### src/rtl/adder_psum_scheduler_if.sv
// PE psum request bus and packet bus between the psum scheduler and its neighbours.
// The master side is the scheduler; the slave side is the PEs plus the adder encoder.
interface adder_psum_scheduler_if #(
  parameter int N_PE     = 3,
  parameter int PSUM_W   = 8,
  parameter int PACKET_W = PSUM_W + 1
);
  logic [N_PE-1:0]        pe_valid;
  logic [N_PE*PSUM_W-1:0] pe_psum;
  logic [N_PE-1:0]        pe_ready;
  logic                   pkt_valid;
  logic [PACKET_W-1:0]    pkt_data;
  logic                   pkt_ready;

  modport master (
    input  pe_valid, pe_psum, pkt_ready,
    output pe_ready, pkt_valid, pkt_data
  );

  modport slave (
    output pe_valid, pe_psum, pkt_ready,
    input  pe_ready, pkt_valid, pkt_data
  );
endinterface

### src/rtl/adder_psum_scheduler.sv
// Shares one adder between N_PE psum requesters round-robin, accumulates one psum per PE
// per neuron, thresholds the sum and emits one {spike, psum} packet per neuron.
//
//   state   | meaning
//   IDLE    | waiting for start
//   COLLECT | granting PEs until every PE has delivered its psum for this neuron
//   EVAL    | threshold and saturate the sum, register the packet
//   SEND    | hold the packet until the encoder accepts it
module adder_psum_scheduler #(
  parameter int N_PE       = 3,
  parameter int PSUM_W     = 8,
  parameter int PACKET_W   = PSUM_W + 1,
  parameter int ACC_W      = PSUM_W + $clog2(N_PE),
  parameter int THRESH     = 64,
  parameter int NUM_NEURON = 25,
  parameter int IDX_W      = $clog2(NUM_NEURON)
) (
  input  logic                  clk,
  input  logic                  rst_n,
  input  logic                  start,
  adder_psum_scheduler_if.master bus,
  output logic [IDX_W-1:0]      neuron_idx,
  output logic                  busy,
  output logic                  done
);
  localparam int PTR_W = (N_PE > 1) ? $clog2(N_PE) : 1;

  typedef enum logic [1:0] {
    S_IDLE,
    S_COLLECT,
    S_EVAL,
    S_SEND
  } state_t;

  state_t              state;
  logic [PTR_W-1:0]    rr_ptr;
  logic [N_PE-1:0]     mask;
  logic [ACC_W-1:0]    acc;
  logic                pkt_valid_q;
  logic [PACKET_W-1:0] pkt_data_q;

  logic [N_PE-1:0]     eligible;
  logic [N_PE-1:0]     grant;
  logic [PTR_W-1:0]    grant_idx;
  logic                found;
  logic [PTR_W-1:0]    rr_next;
  logic [PSUM_W-1:0]   psum_sel;
  logic                spike;
  logic [ACC_W-1:0]    res;
  logic [PSUM_W-1:0]   field;

  // Search downward so the lowest offset from rr_ptr is the one that sticks.
  always_comb begin
    int j;
    eligible  = bus.pe_valid & ~mask;
    grant_idx = '0;
    found     = 1'b0;
    j         = 0;
    if (state == S_COLLECT) begin
      for (int k = N_PE - 1; k >= 0; k--) begin
        j = int'(rr_ptr) + k;
        if (j >= N_PE) j = j - N_PE;
        if (eligible[j]) begin
          grant_idx = PTR_W'(j);
          found     = 1'b1;
        end
      end
    end
    grant = found ? (N_PE'(1) << grant_idx) : '0;
  end

  assign rr_next  = (grant_idx == PTR_W'(N_PE - 1)) ? '0 : grant_idx + 1'b1;
  assign psum_sel = bus.pe_psum[grant_idx*PSUM_W +: PSUM_W];

  assign spike = (acc >= ACC_W'(THRESH));
  assign res   = spike ? (acc - ACC_W'(THRESH)) : acc;
  assign field = (res > ACC_W'((1 << PSUM_W) - 1)) ? {PSUM_W{1'b1}} : res[PSUM_W-1:0];

  assign bus.pe_ready  = grant;
  assign bus.pkt_valid = pkt_valid_q;
  assign bus.pkt_data  = pkt_data_q;

  always_ff @(posedge clk or negedge rst_n) begin
    if (!rst_n) begin
      state       <= S_IDLE;
      rr_ptr      <= '0;
      mask        <= '0;
      acc         <= '0;
      neuron_idx  <= '0;
      pkt_valid_q <= 1'b0;
      pkt_data_q  <= '0;
      busy        <= 1'b0;
      done        <= 1'b0;
    end else begin
      done <= 1'b0;
      case (state)
        S_IDLE: begin
          if (start) begin
            state      <= S_COLLECT;
            neuron_idx <= '0;
            acc        <= '0;
            mask       <= '0;
            busy       <= 1'b1;
          end
        end
        S_COLLECT: begin
          if (found) begin
            acc    <= acc + ACC_W'(psum_sel);
            mask   <= mask | grant;
            rr_ptr <= rr_next;
            if (&(mask | grant)) state <= S_EVAL;
          end
        end
        S_EVAL: begin
          pkt_data_q  <= {spike, field};
          pkt_valid_q <= 1'b1;
          state       <= S_SEND;
        end
        S_SEND: begin
          if (pkt_valid_q && bus.pkt_ready) begin
            pkt_valid_q <= 1'b0;
            if (neuron_idx == IDX_W'(NUM_NEURON - 1)) begin
              state      <= S_IDLE;
              done       <= 1'b1;
              busy       <= 1'b0;
              neuron_idx <= '0;
            end else begin
              neuron_idx <= neuron_idx + 1'b1;
              acc        <= '0;
              mask       <= '0;
              state      <= S_COLLECT;
            end
          end
        end
        default: state <= S_IDLE;
      endcase
    end
  end
endmodule

### src/flat_wrapper.sv
// flat-port wrapper written by rule: the top's interface ports become plain ports
module adder_psum_scheduler_flat 
#(
  parameter int N_PE       = 3,
  parameter int PSUM_W     = 8,
  parameter int PACKET_W   = PSUM_W + 1,
  parameter int ACC_W      = PSUM_W + $clog2(N_PE),
  parameter int THRESH     = 64,
  parameter int NUM_NEURON = 25,
  parameter int IDX_W      = $clog2(NUM_NEURON)
)
  (clk, rst_n, start, neuron_idx, busy, done, bus_pe_valid, bus_pe_psum, bus_pkt_ready, bus_pe_ready, bus_pkt_valid, bus_pkt_data);
  adder_psum_scheduler_if #(.N_PE(N_PE), .PSUM_W(PSUM_W), .PACKET_W(PACKET_W)) bus_i ();
  input  logic clk;
  input  logic rst_n;
  input  logic start;
  output logic [IDX_W-1:0] neuron_idx;
  output logic busy;
  output logic done;
  input wire logic [$bits(bus_i.pe_valid)-1:0] bus_pe_valid;
  input wire logic [$bits(bus_i.pe_psum)-1:0] bus_pe_psum;
  input wire logic [$bits(bus_i.pkt_ready)-1:0] bus_pkt_ready;
  output wire logic [$bits(bus_i.pe_ready)-1:0] bus_pe_ready;
  output wire logic [$bits(bus_i.pkt_valid)-1:0] bus_pkt_valid;
  output wire logic [$bits(bus_i.pkt_data)-1:0] bus_pkt_data;
  assign bus_i.pe_valid = bus_pe_valid;
  assign bus_i.pe_psum = bus_pe_psum;
  assign bus_i.pkt_ready = bus_pkt_ready;
  assign bus_pe_ready = bus_i.pe_ready;
  assign bus_pkt_valid = bus_i.pkt_valid;
  assign bus_pkt_data = bus_i.pkt_data;
  adder_psum_scheduler #(.N_PE(N_PE), .PSUM_W(PSUM_W), .PACKET_W(PACKET_W), .ACC_W(ACC_W), .THRESH(THRESH), .NUM_NEURON(NUM_NEURON), .IDX_W(IDX_W)) u_core (.clk(clk), .rst_n(rst_n), .start(start), .bus(bus_i), .neuron_idx(neuron_idx), .busy(busy), .done(done));
endmodule
### config.mk
export PLATFORM = sky130hd
export DESIGN_NAME = adder_psum_scheduler_flat
export DESIGN_NICKNAME = d
export VERILOG_FILES = /design/src/rtl/adder_psum_scheduler_if.sv /design/src/rtl/adder_psum_scheduler.sv /design/src/flat_wrapper.sv
export SDC_FILE = /design/constraint.sdc
export NUM_CORES = 1
export LEC_CHECK = 0
export BUFFER_PORTS_ARGS = -buffer_cell sky130_fd_sc_hd__buf_4
export CORE_ASPECT_RATIO = 1.4
export CORE_UTILIZATION = 45
export CTS_CLUSTER_SIZE = 24
export DETAILED_ROUTE_END_ITERATION = 6
export GPL_ROUTABILITY_DRIVEN = 0
export PLACE_DENSITY = 0.69
export REMOVE_ABC_BUFFERS = 1
export SKIP_CTS_REPAIR_TIMING = 1
export SYNTH_ARGS = -nofsm -noshare
export SYNTH_HDL_FRONTEND = slang
export SYNTH_SLANG_ARGS = --single-unit
### constraint.sdc
create_clock -name clk -period 4.2 [get_ports clk]
set_input_delay 0.84 -clock clk [delete_from_list [all_inputs] [get_ports clk]]
set_output_delay 0.84 -clock clk [all_outputs]
set_load 0.01 [all_outputs]
==> impl_metrics.sql <==
INSERT INTO impl_metrics (metric_group, metric, value, unit) VALUES
('layout', 'fill_cells', '468', ''),
('logic_synthesis', 'yosys_warnings', '0', ''),
('timing', 'finalSetupViolations', '0', ''),
('die', 'start_util', '0.465', ''),
('clocking', 'clock_insertion_delay_worst_skew', '0.29', 'ns'),
('grt', 'grt_start_max_net_pins', '35', ''),
('drt', 'drt_iter0_markers', '108', ''),
('placed_design', 'number_of_buffers_inserted_by_port_buffering', '50', ''),
('die', 'core', '5160', 'um^2'),
('setup_path', 'required', '4.37', 'ns'),
('logic_synthesis', 'synthFlopType', 'sky130_fd_sc_hd__dfrtp_1', ''),
('drt', 'detail_route.drc_violations', '0', ''),
('clocking', 'cts.reportedPaths.clkPinSlew', '0.07', 'ns'),
('logic_synthesis', 'syn-cell-area', '2400', 'um^2'),
('setup_path', 'end_kind', 'flop', ''),
('timing', 'period_share', '0.922', ''),
('timing', 'worst-slew-pin-transition', '0.986', 'ns'),
('outcome', 'outcome', 'finished clean', ''),
('clocking', 'cts_sinks', '34', ''),
('setup_path', 'worstPathMaxFanout', '9', ''),
('logic_synthesis', 'async_reset_ff_frac', '1.00', ''),
('timing', 'max_freq', '258', 'MHz'),
('setup_path', 'path_class', 'flop to flop', ''),
('layout', 'nNetsFinal', '367', ''),
('clocking', 'cts_max_level', '2', ''),
('setup_path', 'worstSetupStartpointType', 'flop', ''),
('timing', 'timing.final.max_slew_violations', '0', ''),
('grt', 'first_global_vias', '1861', ''),
('clocking', 'clock-root-buffer', 'sky130_fd_sc_hd__clkbuf_8', ''),
('worst_hold_path', 'holdCritPathClass', 'primary input to asynchronous set/reset pin', ''),
('layout', 'final_layout_size_suffix_gt1_frac', '0.233', ''),
('grt', 'combined_global_route_utilization_of_all_metal_layers', '0.193', ''),
('setup_path', 'worst_ep_arrival_time', '4.04', 'ns'),
('logic_synthesis', 'ys_seq_area_frac', '0.355', ''),
('die', 'placement_rows', '31', ''),
('logic_synthesis', 'synthCells', '265', ''),
('logic_synthesis', 'synth.ff_latch_count', '34', ''),
('power_and_ir_drop', 'power.leakage', '1.40', 'nW'),
('logic_synthesis', 'synth.avg_cell_area', '9.06', 'um^2'),
('die', 'io_pins', '51', ''),
('timing', 'timing.clock.skew', '0.00593', 'ns'),
('grt', 'antenna_found_initial', '0', ''),
('timing', 'unrepaired_setup_endpoints_after_global_routing', 'no', ''),
('die', 'die_height', '88.4', 'um'),
('placed_design', 'detailedPlacementHpwl', '4130', 'um'),
('die', 'die_w', '63.7', 'um'),
('timing', 'fin_crit', '3.87', 'ns'),
('layout', 'area_growth', '25.5', '%'),
('power_and_ir_drop', 'power.ir.vdd_worst', '351', 'uV'),
('drt', 'firstDrtPassIters', '4', ''),
('power_and_ir_drop', 'cellPowerDensity', '723', 'nW/um^2'),
('job', 'max_cap_violations', '0', ''),
('layout', 'combined_area_of_the_multi_input_logic_cells', '1450', 'um^2'),
('drt', 'detailroute.via_count', '2118', ''),
('grt', 'grt_overflow_total', '0', ''),
('clocking', 'cts_max_path_buffers', '2', ''),
('power_and_ir_drop', 'totalPowerFinal', '2.18', 'mW'),
('layout', 'num_antenna_cells', '0', ''),
('clocking', 'tritoncts', 'done', ''),
('timing', 'worst_slew_margin_rel', '0.336', ''),
('drt', 'viasPerCell', '5.52', ''),
('drt', 'wire_per_inst', '14.0', 'um'),
('layout', 'post_route_standard_cell_area_excluding_fillers', '3010', 'um^2'),
('die', 'die_area', '5630', 'um^2'),
('layout', 'sequential_cell_area', '851', 'um^2'),
('drt', 'drtAntennaViolNets', '0', ''),
('clocking', 'numCtsBuffers', '5', ''),
('logic_synthesis', 'synthDistinctLibCells', '53', ''),
('placed_design', 'post_dp_cell_area', '2860', 'um^2'),
('logic_synthesis', 'synth_enable_flop_cells', '0', ''),
('timing', 'finalHoldViolCount', '0', ''),
('grt', 'wire_length_of_the_first_global_routing_pass', '8470', 'um'),
('drt', 'finalWirelength', '5360', 'um');
critical path: stages (launching register included):
cell	delay, ns
sky130_fd_sc_hd__dfrtp_1	0.39
sky130_fd_sc_hd__inv_1	0.06
sky130_fd_sc_hd__ha_1	0.31
sky130_fd_sc_hd__nand2_1	0.09
sky130_fd_sc_hd__a221o_1	0.35
sky130_fd_sc_hd__a2111oi_4	0.48
sky130_fd_sc_hd__buf_4	0.22
sky130_fd_sc_hd__mux2i_1	0.18
sky130_fd_sc_hd__o21ai_1	0.11
sky130_fd_sc_hd__fa_1	0.44
sky130_fd_sc_hd__a21oi_1	0.15
sky130_fd_sc_hd__nor2b_1	0.07
sky130_fd_sc_hd__o31a_1	0.29
sky130_fd_sc_hd__nor4_2	0.22
sky130_fd_sc_hd__nor4b_1	0.09
sky130_fd_sc_hd__a211o_1	0.30
cells by family (layout without fill, tap and decap cells):
logic type	after synthesis	after routing	synth area share
mux	20	20	0.0881
buf+inv	29	82	0.0495
fa+ha+maj	19	19	0.102
xor+xnor	3	3	0.0110
flops	34	34	0.355
compound gates	78	78	0.223
simple gates	82	82	0.172
cells in the mapped netlist, drive strengths merged, types with 3 or more instances:
master  count  share of area
nand4       3         0.0078
o21ai      26          0.054
a21oi      15          0.031
nor2b       7          0.018
nor2       20          0.031
clkbuf      6         0.0094
buf         5          0.012
mux2        6          0.030
a21o        3         0.0094
dfrtp      34           0.35
nand3       5          0.010
a31oi       3         0.0078
nand2b      5          0.014
o22a        7          0.026
nand2      26          0.041
ha         18          0.094
a211oi      4          0.013
o31ai       3         0.0094
nor4b       3          0.014
nor3        3         0.0063
mux2i      14          0.058
inv        18          0.028
state kept, by name, indices dropped and copies added (netlist names):
| register | count |
|---|---|
| u_core.bus.pkt_data | 9 |
| u_core.neuron_idx | 5 |
| u_core.state | 2 |
| u_core.mask | 3 |
| u_core.rr_ptr | 2 |
| u_core.bus.pkt_valid | 1 |
| u_core.done | 1 |
| u_core.busy | 1 |
| u_core.acc | 10 |
through the flow:
stage          worst slack (ns)  setup TNS (ns)  utilization  hold WS [ns]  cells
2_1_floorplan            -0.874           -4.72            -         0.476    254
3_3_place_gp              0.107               0        0.554         0.489    376
3_5_place_dp            -0.0161         -0.0161        0.554         0.492    376
4_1_cts                   0.272               0        0.582         0.502    384
5_1_grt                  0.0657               0        0.584         0.522    384
6_report                  0.330               0        0.584         0.486    384
where the power goes:
| part | internal [mW] | switching (mW) | total (mW) |
|---|---|---|---|
| combinational | 0.572 | 0.675 | 1.25 |
| sequential | 0.449 | 0.107 | 0.557 |
| clock | 0.253 | 0.121 | 0.374 |
final cells by class:
cell class / instances / area share
Multi-Input combinational cell: 202 / 0.481
Sequential cell: 34 / 0.283
Timing Repair Buffer: 56 / 0.140
Clock buffer: 6 / 0.0274
Tap cell: 66 / 0.0274
Inverter: 18 / 0.0224
Clock inverter: 2 / 0.0199
routing by layer:
metal  up-vias  track usage  part of all wire  wire (um)
met5         -            0                 0          0
met4         0       0.0640             0.011         61
met3         6       0.0361             0.029        158
met2        35        0.341              0.53       2830
met1      1015        0.235              0.43       2310
li1       1062            -                 -          -
cells in the final DEF, fill, tap and decap left out, drive strengths merged, types with 3 or more instances in the layout:
cell type / Yosys / routed
dfrtp: 34 / 34
o22a: 7 / 7
a21oi: 15 / 15
a31oi: 3 / 3
nand3: 5 / 5
mux2i: 14 / 14
ha: 18 / 18
nor3: 3 / 3
mux2: 6 / 6
o31ai: 3 / 3
nand2b: 5 / 5
nor2b: 7 / 7
clkbuf: 6 / 6
buf: 5 / 56
o21ai: 26 / 26
a21o: 3 / 3
nand2: 26 / 26
nand4: 3 / 3
nor4b: 3 / 3
nor2: 20 / 20
a211oi: 4 / 4
inv: 18 / 18
final timing paths:
path                                        start                      to  slack, ns  cells past startpoint
min reg2reg                u_core.bus.pkt_data[2]  u_core.bus.pkt_data[2]       0.51                      1
min                                         rst_n  u_core.bus.pkt_data[7]       0.49                      1
max reg2reg                      u_core.rr_ptr[0]           u_core.acc[8]       0.33                     15
max in group asynchronous                   rst_n        u_core.rr_ptr[0]       3.40                      1
max                              u_core.rr_ptr[0]           u_core.acc[8]       0.33                     15
min in group clk           u_core.bus.pkt_data[2]  u_core.bus.pkt_data[2]       0.51                      1
No activity file was read; power rests on OpenSTA's default activity.
